### config.mk
export PLATFORM = sky130hd
export DESIGN_NAME = spi_fsm_top
export DESIGN_NICKNAME = d
export VERILOG_FILES = /design/src/rtl/spi_fsm_pkg.sv /design/src/rtl/spi_fsm_top_cdc.sv /design/src/rtl/spi_fsm_top.sv
export SDC_FILE = /design/constraint.sdc
export NUM_CORES = 1
export LEC_CHECK = 0
export CAP_MARGIN = 5
export CORE_ASPECT_RATIO = 0.9
export CORE_UTILIZATION = 62
export DETAILED_ROUTE_END_ITERATION = 7
export PLACE_DENSITY = 0.84
export SETUP_SLACK_MARGIN = 0.4
export SYNTH_ARGS = -nofsm -noshare
export SYNTH_HDL_FRONTEND = slang
export SYNTH_SLANG_ARGS = --single-unit
### constraint.sdc
create_clock -name CLK_40 -period 3.2 [get_ports CLK_40]
set_clock_uncertainty 0.15 [all_clocks]
set_input_delay 0.64 -clock CLK_40 [delete_from_list [all_inputs] [get_ports CLK_40]]
set_output_delay 0.64 -clock CLK_40 [all_outputs]
set_load 0.02 [all_outputs]
### src/rtl/spi_fsm_pkg.sv
// Shared types and default constants for the SPI video front-end.
`timescale 1ns/1ps
package spi_fsm_pkg;

   typedef enum logic [2:0] {
      IDLE,
      INIT_WAIT,
      PAUSE,
      PAUSE_DONE,
      STREAM,
      FILL
   } state_t;

   localparam int DEF_SYNC_STAGES           = 2;
   localparam int DEF_INIT_DELAY_CYCLES     = 1000;
   localparam int DEF_MODE_SWITCH_THRESHOLD = 48;
   localparam int DEF_FILL_CYCLES           = 64;

endpackage

### src/rtl/spi_fsm_top_cdc.sv
// Synchroniser chain plus history flop; emits an aligned level and a registered rise pulse.
`timescale 1ns/1ps
module cdc_edge_sync #(
   parameter int SYNC_STAGES = 2
) (
   input  logic clk,
   input  logic reset,
   input  logic async_sig,
   output logic level,
   output logic rise
);

   logic [SYNC_STAGES-1:0] chain_reg;
   logic                   hist_reg;
   logic                   rise_reg;

   genvar gi;
   generate
      for (gi = 0; gi < SYNC_STAGES; gi++) begin : g_stage
         if (gi == 0) begin : g_first
            always_ff @(posedge clk) begin
               if (reset) chain_reg[0] <= 1'b0;
               else       chain_reg[0] <= async_sig;
            end
         end else begin : g_next
            always_ff @(posedge clk) begin
               if (reset) chain_reg[gi] <= 1'b0;
               else       chain_reg[gi] <= chain_reg[gi-1];
            end
         end
      end
   endgenerate

   // Level is taken from the history flop so it lines up with the registered pulse.
   always_ff @(posedge clk) begin
      if (reset) begin
         hist_reg <= 1'b0;
         rise_reg <= 1'b0;
      end else begin
         hist_reg <= chain_reg[SYNC_STAGES-1];
         rise_reg <= chain_reg[SYNC_STAGES-1] & ~hist_reg;
      end
   end

   assign level = hist_reg;
   assign rise  = rise_reg;

endmodule

### src/rtl/spi_fsm_top.sv
// SPI video front-end: CDC of SPI/data clocks and MISO, plus the idle/init/pause/stream/fill FSM.
`timescale 1ns/1ps
module spi_fsm_top
   import spi_fsm_pkg::*;
#(
   parameter int SYNC_STAGES           = DEF_SYNC_STAGES,
   parameter int INIT_DELAY_CYCLES     = DEF_INIT_DELAY_CYCLES,
   parameter int MODE_SWITCH_THRESHOLD = DEF_MODE_SWITCH_THRESHOLD,
   parameter int FILL_CYCLES           = DEF_FILL_CYCLES
) (
   input  logic CLK_40,
   input  logic reset,
   input  logic init,
   input  logic vid_start,
   input  logic MISO_CDC,
   input  logic SPI_clk_CDC,
   input  logic data_write_clk_CDC,
   output logic received_bit,
   output logic video_data_ready,
   output logic SPI_clk_rising_edge,
   output logic data_clk_rising_edge,
   output logic chip_select
);

   localparam int INIT_W = $clog2(INIT_DELAY_CYCLES + 1);
   localparam int BIT_W  = $clog2(MODE_SWITCH_THRESHOLD + 1);
   localparam int FILL_W = $clog2(FILL_CYCLES + 1);

   logic spi_rise, data_rise, miso_level;
   logic spi_level_unused, data_level_unused, miso_rise_unused;
   logic received_bit_reg;

   state_t              state_reg, state_next;
   logic [INIT_W-1:0]   init_cnt_reg, init_cnt_next;
   logic [BIT_W-1:0]    bit_cnt_reg, bit_cnt_next;
   logic [FILL_W-1:0]   fill_cnt_reg, fill_cnt_next;
   logic                pause_en, pause_done, switch_mode;

   cdc_edge_sync #(.SYNC_STAGES(SYNC_STAGES)) u_spi_clk (
      .clk(CLK_40), .reset(reset), .async_sig(SPI_clk_CDC),
      .level(spi_level_unused), .rise(spi_rise)
   );
   cdc_edge_sync #(.SYNC_STAGES(SYNC_STAGES)) u_data_clk (
      .clk(CLK_40), .reset(reset), .async_sig(data_write_clk_CDC),
      .level(data_level_unused), .rise(data_rise)
   );
   cdc_edge_sync #(.SYNC_STAGES(SYNC_STAGES)) u_miso (
      .clk(CLK_40), .reset(reset), .async_sig(MISO_CDC),
      .level(miso_level), .rise(miso_rise_unused)
   );

   assign SPI_clk_rising_edge  = spi_rise;
   assign data_clk_rising_edge = data_rise;
   assign received_bit         = received_bit_reg;

   always_ff @(posedge CLK_40) begin
      if (reset) begin
         received_bit_reg <= 1'b0;
         state_reg        <= IDLE;
         init_cnt_reg     <= '0;
         bit_cnt_reg      <= '0;
         fill_cnt_reg     <= '0;
      end else begin
         if (spi_rise) received_bit_reg <= miso_level;
         state_reg    <= state_next;
         init_cnt_reg <= init_cnt_next;
         bit_cnt_reg  <= bit_cnt_next;
         fill_cnt_reg <= fill_cnt_next;
      end
   end

   always_comb begin
      state_next       = state_reg;
      init_cnt_next    = init_cnt_reg;
      bit_cnt_next     = bit_cnt_reg;
      fill_cnt_next    = fill_cnt_reg;
      pause_en         = 1'b0;
      pause_done       = 1'b0;
      switch_mode      = 1'b0;
      video_data_ready = 1'b0;
      chip_select      = 1'b1;
      case (state_reg)
         IDLE: begin
            if (init) begin
               state_next    = INIT_WAIT;
               init_cnt_next = '0;
            end
         end
         INIT_WAIT: begin
            if (init_cnt_reg == INIT_W'(INIT_DELAY_CYCLES - 1)) state_next = PAUSE;
            else init_cnt_next = init_cnt_reg + 1'b1;
         end
         PAUSE: begin
            pause_en = 1'b1;
            if (vid_start) state_next = PAUSE_DONE;
         end
         PAUSE_DONE: begin
            pause_done   = 1'b1;
            state_next   = STREAM;
            bit_cnt_next = '0;
         end
         STREAM: begin
            video_data_ready = 1'b1;
            chip_select      = 1'b0;
            // Written so an unknown vid_start falls into the PAUSE branch.
            if (vid_start) begin
               if (spi_rise) begin
                  bit_cnt_next = bit_cnt_reg + 1'b1;
                  if (bit_cnt_reg == BIT_W'(MODE_SWITCH_THRESHOLD - 1)) begin
                     state_next    = FILL;
                     switch_mode   = 1'b1;
                     fill_cnt_next = '0;
                  end
               end
            end else begin
               state_next = PAUSE;
            end
         end
         FILL: begin
            if (fill_cnt_reg == FILL_W'(FILL_CYCLES - 1)) begin
               if (vid_start) begin
                  state_next   = STREAM;
                  bit_cnt_next = '0;
               end else begin
                  state_next = PAUSE;
               end
            end else begin
               fill_cnt_next = fill_cnt_reg + 1'b1;
            end
         end
         default: state_next = IDLE;
      endcase
   end

endmodule

# After elaboration in Yosys (flattened, before gate mapping)
# Cells that the tools add are included.
[op_classes] reduce_logical=8 bitwise_logic=4 eq_ne=20 add_sub_neg=3 n_mux=24
[op_table] op="$mux 7" count=4
[op_table] op="$mux 3" count=8
[op_table] op="$mux 6" count=4
[op_table] op="$mux 10" count=2
[op_table] op="$pmux 10 s2" count=1
[op_table] op="$ne 2x2->1 const B" count=9
[op_table] op="$pmux 3 s6" count=1
[op_table] op="$pmux 6 s3" count=1
[op_table] op="$pmux 7 s2" count=1
[op_table] op="$add 10x1->10 const B" count=1
[op_table] op="$eq 10x10->1 const B" count=1
[op_table] op="$reduce_and 5->1" count=2
[op_table] op="$add 7x1->7 const B" count=1
[op_table] op="$eq 7x6->1 const B" count=1
[op_table] op="$add 6x1->6 const B" count=1
[op_table] op="$eq 3x2->1 const B" count=2
[op_table] op="$eq 3x3->1 const B" count=2
[op_table] op="$eq 6x6->1 const B" count=1
[op_table] op="$reduce_and 6->1" count=1
[op_table] op="$reduce_bool 2->1" count=2
[op_table] op="$eq 3x1->1 const B" count=1
[op_table] op="$logic_not 3->1" count=1
[op_table] op="$ne 3x2->1 const B" count=1
[op_table] op="$ne 3x3->1 const B" count=1
[op_table] op="6 further kinds" count=9
[totals] regBits=38 word_cells=75 output_inout_bits=5 input_bits=7

# Logic depth before layout (Yosys ltp)
# Gate-level depths: netlist of the first run.
[depth] ltp_word=5 ltp_mapped=6

# Hierarchy
# Synthesis of the first run repeated with hierarchy kept, for this count alone.
[hier_totals] cells_unflattened=197 area_unflattened_um2=1808.0
[modules_own_cells] mod="spi_fsm_top" n_inst=1 area_each_um2=1473.9 cells_each=173
[modules_own_cells] mod="cdc_edge_sync" n_inst=3 area_each_um2=111.4 cells_each=8

# Least setup slack after synthesis of the first run
# OpenSTA, ideal clock, no wires.
[synth_path] path_kind="reg-to-output" start="register state_reg[1]" end="output chip_select" arrival_time_ns=1.438 setup_slack_ns=0.972 path_stages_with_launch=6 path_cell_list="dfxtp_1 > buf_4 > or2b_1 > clkbuf_1 > nor2_1 > inv_1"
[synth_via] elab_chain_len=2
[synth_lines] item="from (decl)" line="spi_fsm_top.sv:33" text="state_t state_reg, state_next;"
[synth_lines] item="from (signal assigned)" line="spi_fsm_top.sv:65" text="state_reg <= state_next;"
[synth_lines] item="$eq 3x3->1" line="spi_fsm_top.sv:82" text="case (state_reg)"
[synth_lines] item="$mux 1" line="spi_fsm_top.sv:82"
[synth_lines] item="to (decl)" line="spi_fsm_top.sv:22" text="output logic chip_select"
# Every way passes these cells.

# Final worst setup path of the first run
[layout_path] start="register state_reg[2]" end="output chip_select"
# Same word-level chain as after synthesis.

==> flow_metrics.tcl, run 1 <==
set metrics [dict create \
    worst_slew_pin_slew_ps 745 \
    hold_depth 1 \
    drc 0 \
    fmax_mhz 378 \
    cts_buffers 5 \
    dp_hpwl_um 2760 \
    clock-sinks 38 \
    syn-cell-area_mm2 0.00184 \
    ys_types 52 \
    status "complete, no violations" \
    ys_seq_elements 38 \
    ys_warn_count 0 \
    path_max_fanout 11 \
    power_density_mw_per_mm2 434 \
    start_util 0.660 \
    seq_area_frac_synth 0.412 \
    total_power_uw 890 \
    synth_nets 226 \
    cts_tree "built" \
    r2r-end "init_cnt_reg[8]" \
    startpoint_type "flip-flop" \
    die_y_um 53.7 \
    p_leak_uw 0.000665 \
    portBuffers 11 \
    coreArea_mm2 0.00279 \
    peakVddDrop_v 0.000341 \
    track_usage 0.285 \
    fin_util 0.734 \
    crit-reg2reg-launch "state_reg[0]" \
    hp-start "u_data_clk.level" \
    worst_hold_slack_ps 247 \
    mostFrequentLayoutCell "dfxtp_1" \
    finalCritPeriodShare 0.828 \
    worstPathArrival_ps 1860 \
    htreeDepth 2 \
    setup_tns_ps 0 \
    clkTransAtPathRegs_ps 130 \
    overflow 0 \
    grt_setup_unrepaired "false" \
    rrSetupSlack_ps 1070 \
    postRouteAntennaNets 0 \
    antenna_cells 0 \
    required_ps 2410 \
    dieArea_mm2 0.00320 \
    grt_pass1_vias 1562 \
    grt_max_degree 32 \
    nets 236 \
    grt_pass1_wl_um 6820 \
    routed_via_density 6.47 \
    final-hold-violation-count 0 \
    crit_type "flip-flop to output port" \
    gp_congestion 0.861 \
    syn_area_per_cell_um2 8.54 \
    cap_violations 0 \
    detail_route.wirelength_um 4020 \
    drt_iter0_drc 198 \
    cts.hold.buffers_added 0 \
    fin_crit_ps 2650 \
    drv_slew 0 \
    slew-limit-headroom 0.499 \
    die_x_um 59.5 \
    post_cts_buffers 0 \
    synth_top_flop_cell "dfxtp_1" \
    rows 18 \
    syn_inst 216 \
    antenna_found_initial 0 \
    area_growth_pct 11.2 \
    cts_root_buf "clkbuf_4" \
    wl_per_cell_um 15.0 \
    reg2reg_depth 4 \
    crit_path_end_kind "output port" \
    synth_edf_count 0 \
    layout-drive-gt1-share 0.0925 \
    worstHoldEndpoint "u_data_clk.rise" \
    ys_async_sr_fraction 0 \
    clockBufferDepth 2 \
    vias 1728 \
    dr.pass1.iters 7 \
    largest_reg_flops 10 \
    final_cell_mix "dfxtp_1, a21oi_1, nand2_1, nand3_1, nor2b_1" \
    clock_latency_ps 360 \
    io_pins 12 \
    hold_class "flip-flop to flip-flop" \
    setup_viol 0 \
]
## worst max path at each step
stage	cells past startpoint	end	slack [ps]	from
final	4	chip_select	550	state_reg[2]
after global routing	4	chip_select	430	state_reg[1]
after CTS	4	chip_select	410	state_reg[1]
after detailed placement	3	video_data_ready	680	state_reg[2]
after global placement	3	video_data_ready	780	state_reg[2]
after floorplan	5	chip_select	970	state_reg[1]
## per-layer routing
| layer | part of all wire | routed length, µm | GRT usage |
|---|---|---|---|
| met5 | 0 | 0 | 0 |
| met4 | 0.015 | 62 | 0.124 |
| met3 | 0.074 | 299 | 0.0529 |
| met2 | 0.48 | 1940 | 0.494 |
| met1 | 0.43 | 1710 | 0.348 |
## cell usage after synthesis (4+ instances only)
cell | count | area [µm²]
or3_1 | 5 | 31.3
inv_1 | 6 | 22.5
dfxtp_1 | 38 | 761
a211oi_1 | 5 | 37.5
nand2_1 | 16 | 60.1
nand4_1 | 4 | 25.0
nor2b_1 | 14 | 87.6
clkbuf_1 | 5 | 18.8
o21ai_0 | 9 | 45.0
nor2_1 | 12 | 45.0
nand3_1 | 15 | 75.1
nor3_1 | 10 | 50.1
a21oi_1 | 19 | 95.1
## kinds of logic after synthesis
group,synth area share
AO/OA/AOI/OAI,0.220
adder cells (fa/ha/maj),0.0204
buffers and inverters,0.0434
flip-flops,0.412
multiplexers,0.0163
AND/OR/NAND/NOR,0.288
## what timing repair did
| item | 4_1_cts | 5_1_grt |
|---|---|---|
| gates resized for setup | 2 | 2 |
| setup endpoints to repair | 2 | 1 |
| pin swaps | 0 | 0 |
## where the power goes
group | total, µW | leakage (µW) | switching [µW] | internal (µW)
registers | 488 | 0.000309 | 6.91 | 481
logic | 61.7 | 0.000319 | 36.5 | 25.1
clock network | 340 | 0.0000374 | 176 | 164
total | 890 | 0.000665 | 220 | 670
## critical path, stage by stage (launching register included)
cell,delay (ps)
dfxtp_2,430
or2b_4,340
nor2_2,150
inv_1,50
clkdlybuf4s50_1,530
## area by class of cell
cell class                      count  area [µm²]
Timing Repair Buffer               13         124
Tap cell                           40        50.0
Clock inverter                      3        45.0
Fill cell                         220         742
Sequential cell                    38         762
Clock buffer                        5        37.5
Inverter                            6        22.5
Multi-Input combinational cell    162        1010
## metrics by stage
stage                     cell area [µm²]  worst slack [ps]  std cells
final                                2050               552        267
after global routing                 2050               427        267
after CTS                            2040               410        267
after detailed placement             1960               681        259
after global placement               1960               775        259
after floorplan                      1840               972        216
Note: power is estimated with default switching activity, not from simulation.
==> run 2: changes to the inputs <==
--- a/config.mk
+++ b/config.mk
@@ -7,9 +7,9 @@
 export LEC_CHECK = 0
 export CAP_MARGIN = 5
 export CORE_ASPECT_RATIO = 0.9
-export CORE_UTILIZATION = 62
+export CORE_UTILIZATION = 52
 export DETAILED_ROUTE_END_ITERATION = 7
-export PLACE_DENSITY = 0.84
+export PLACE_DENSITY = 0.75
 export SETUP_SLACK_MARGIN = 0.4
 export SYNTH_ARGS = -nofsm -noshare
 export SYNTH_HDL_FRONTEND = slang
==> constraint.sdc (replaced) <==
create_clock -name CLK_40 -period 2.2 [get_ports CLK_40]
set_clock_uncertainty 0.15 [all_clocks]
set_input_delay 0.44 -clock CLK_40 [delete_from_list [all_inputs] [get_ports CLK_40]]
set_output_delay 0.44 -clock CLK_40 [all_outputs]
set_load 0.02 [all_outputs]
==> run 2 against run 1 <==
Setup slack got worse by 150 ps. Critical endpoint is now video_data_ready. Clock-buffer cell count unchanged. Flip-flop and latch count stayed put. Die area grew 19%. Worst hold slack worse by 13 ps. Utilization shrank 4.6 points. Combinational power grew 88%. Register-to-register slack lost 670 ps. Global-route usage decreased by 2.0 points. Sequential share of layout area decreased by 3.8 points. First-iteration DRC count fell by 20%. Critical path type unchanged.
==> flow_metrics.tcl, run 2 (synthesis results as in run 1) <==
set metrics [dict create \
    setup_tns_ps 0 \
    seqCellArea_um2 776 \
    portBuffers 11 \
    antenna_found_initial 0 \
    final_cell_mix "dfxtp_1, a21oi_1, buf_4, nand2_1" \
    fin_crit_ps 1800 \
    clkTransAtPathRegs_ps 80 \
    grt_pass1_vias 1620 \
    crit_type "flip-flop to output port" \
    hp-start "u_spi_clk.level" \
    start_util 0.546 \
    grt_setup_unrepaired "true" \
    drt_iter0_drc 159 \
    p_leak_uw 0.000780 \
    finalCritPeriodShare 0.819 \
    hold_class "flip-flop to flip-flop" \
    required_ps 1610 \
    largest_reg_flops 10 \
    worstPathArrival_ps 1210 \
    clock-sinks 38 \
    drv_slew 0 \
    worst_hold_slack_ps 234 \
    worstHoldEndpoint "u_spi_clk.rise" \
    r2r-end "init_cnt_reg[8]" \
    postRouteAntennaNets 0 \
    vias 1778 \
    fillers 278 \
    overflow 0 \
    die_y_um 58.5 \
    path_max_fanout 3 \
    final-hold-violation-count 0 \
    die_x_um 64.8 \
    layout-drive-gt1-share 0.259 \
    coreArea_mm2 0.00338 \
    gp_congestion 0.867 \
    clock_latency_ps 300 \
    antenna_cells 0 \
    power_density_mw_per_mm2 615 \
    detail_route.wirelength_um 4640 \
    routed_via_density 6.20 \
    mostFrequentLayoutCell "dfxtp_1" \
    dr.pass1.iters 4 \
    fin_area_mm2 0.00233 \
    cap_violations 0 \
    grt_max_degree 32 \
    dp_hpwl_um 3070 \
    critPathMaxStageDelay_ps 330 \
    crit_slowest_cell "dfxtp_2" \
    fmax_mhz 555 \
    reg2reg_depth 4 \
    wl_per_cell_um 16.2 \
    area_growth_pct 26.1 \
    cts_root_buf "clkbuf_8" \
    critPathLaunch "state_reg[2]" \
    crit_path_end_kind "output port" \
    clockBufferDepth 2 \
    multi_input_area_mm2 0.00111 \
    drc 0 \
    nets 252 \
    startpoint_type "flip-flop" \
    worst_slew_pin_slew_ps 349 \
    path_cells "or2b_1 -> nor2_4 -> clkbuf_2" \
    setup_viol 0 \
    grt_pass1_wl_um 7480 \
    hold_depth 1 \
    io_pins 12 \
    slew-limit-headroom 0.767 \
    total_power_uw 1430 \
    cts_buffers 5 \
    status "complete, no violations" \
    rrSetupSlack_ps 400 \
    peakVddDrop_v 0.000484 \
    rows 20 \
    dieArea_mm2 0.00379 \
    htreeDepth 2 \
    placed_area_mm2 0.00204 \
    crit-reg2reg-launch "state_reg[2]" \
    track_usage 0.266 \
    cts_tree "built" \
]
## run 2: repair_timing
item / CTS / global route
setup endpoints to repair: 18 / 23
gates resized for setup: 28 / 23
hold buffers: 0 / 0
cloned: 0 / 0
buffers inserted: 5 / 2
pin swaps: 4 / 8
## run 2: report_power, final
group	switching (µW)	internal, µW
logic	63.6	52.1
registers	10.0	699
clock network	269	337
total	343	1090
## run 2: worst max path at each step
stage                        to  slack [ps]  cells after the start
2_1_floorplan       chip_select         420                      5
3_3_place_gp    fill_cnt_reg[0]          30                      6
3_5_place_dp    fill_cnt_reg[0]         -20                      6
4_1_cts        video_data_ready         210                      3
5_1_grt         init_cnt_reg[7]         340                      5
6_report       video_data_ready         400                      3
## run 2: layout make-up
cell class / count / share of cell area
multi-input combinational: 162 / 0.479
clock inverter: 3 / 0.0194
inverter: 6 / 0.00968
tap: 44 / 0.0237
clock buffer: 5 / 0.0296
timing repair buffer: 29 / 0.105
sequential: 38 / 0.334
## run 2: per-layer routing
layer  GRT usage  share of wire  routed length [µm]  vias up
li1            -              -                   -      859
met1       0.360           0.46                2150      868
met2       0.408           0.47                2200       43
met3      0.0523          0.046                 213        8
met4       0.124          0.017                  79        0
met5           0              0                   0        -
## run 2: through the flow
stage                      util  worst slack (ps)  std cells
after floorplan               -               418        216
after global placement    0.604              27.0        272
after detailed placement  0.604             -23.6        272
after CTS                 0.660               213        285
after global routing      0.689               343        287
final                     0.689               399        287
## run 2: worst max-delay path, delay by kind of cell, from the launching register on
family,cells,cell delay [ps]
buffers and inverters,1,180
DFF,1,330
and+or+nand+nor,2,390
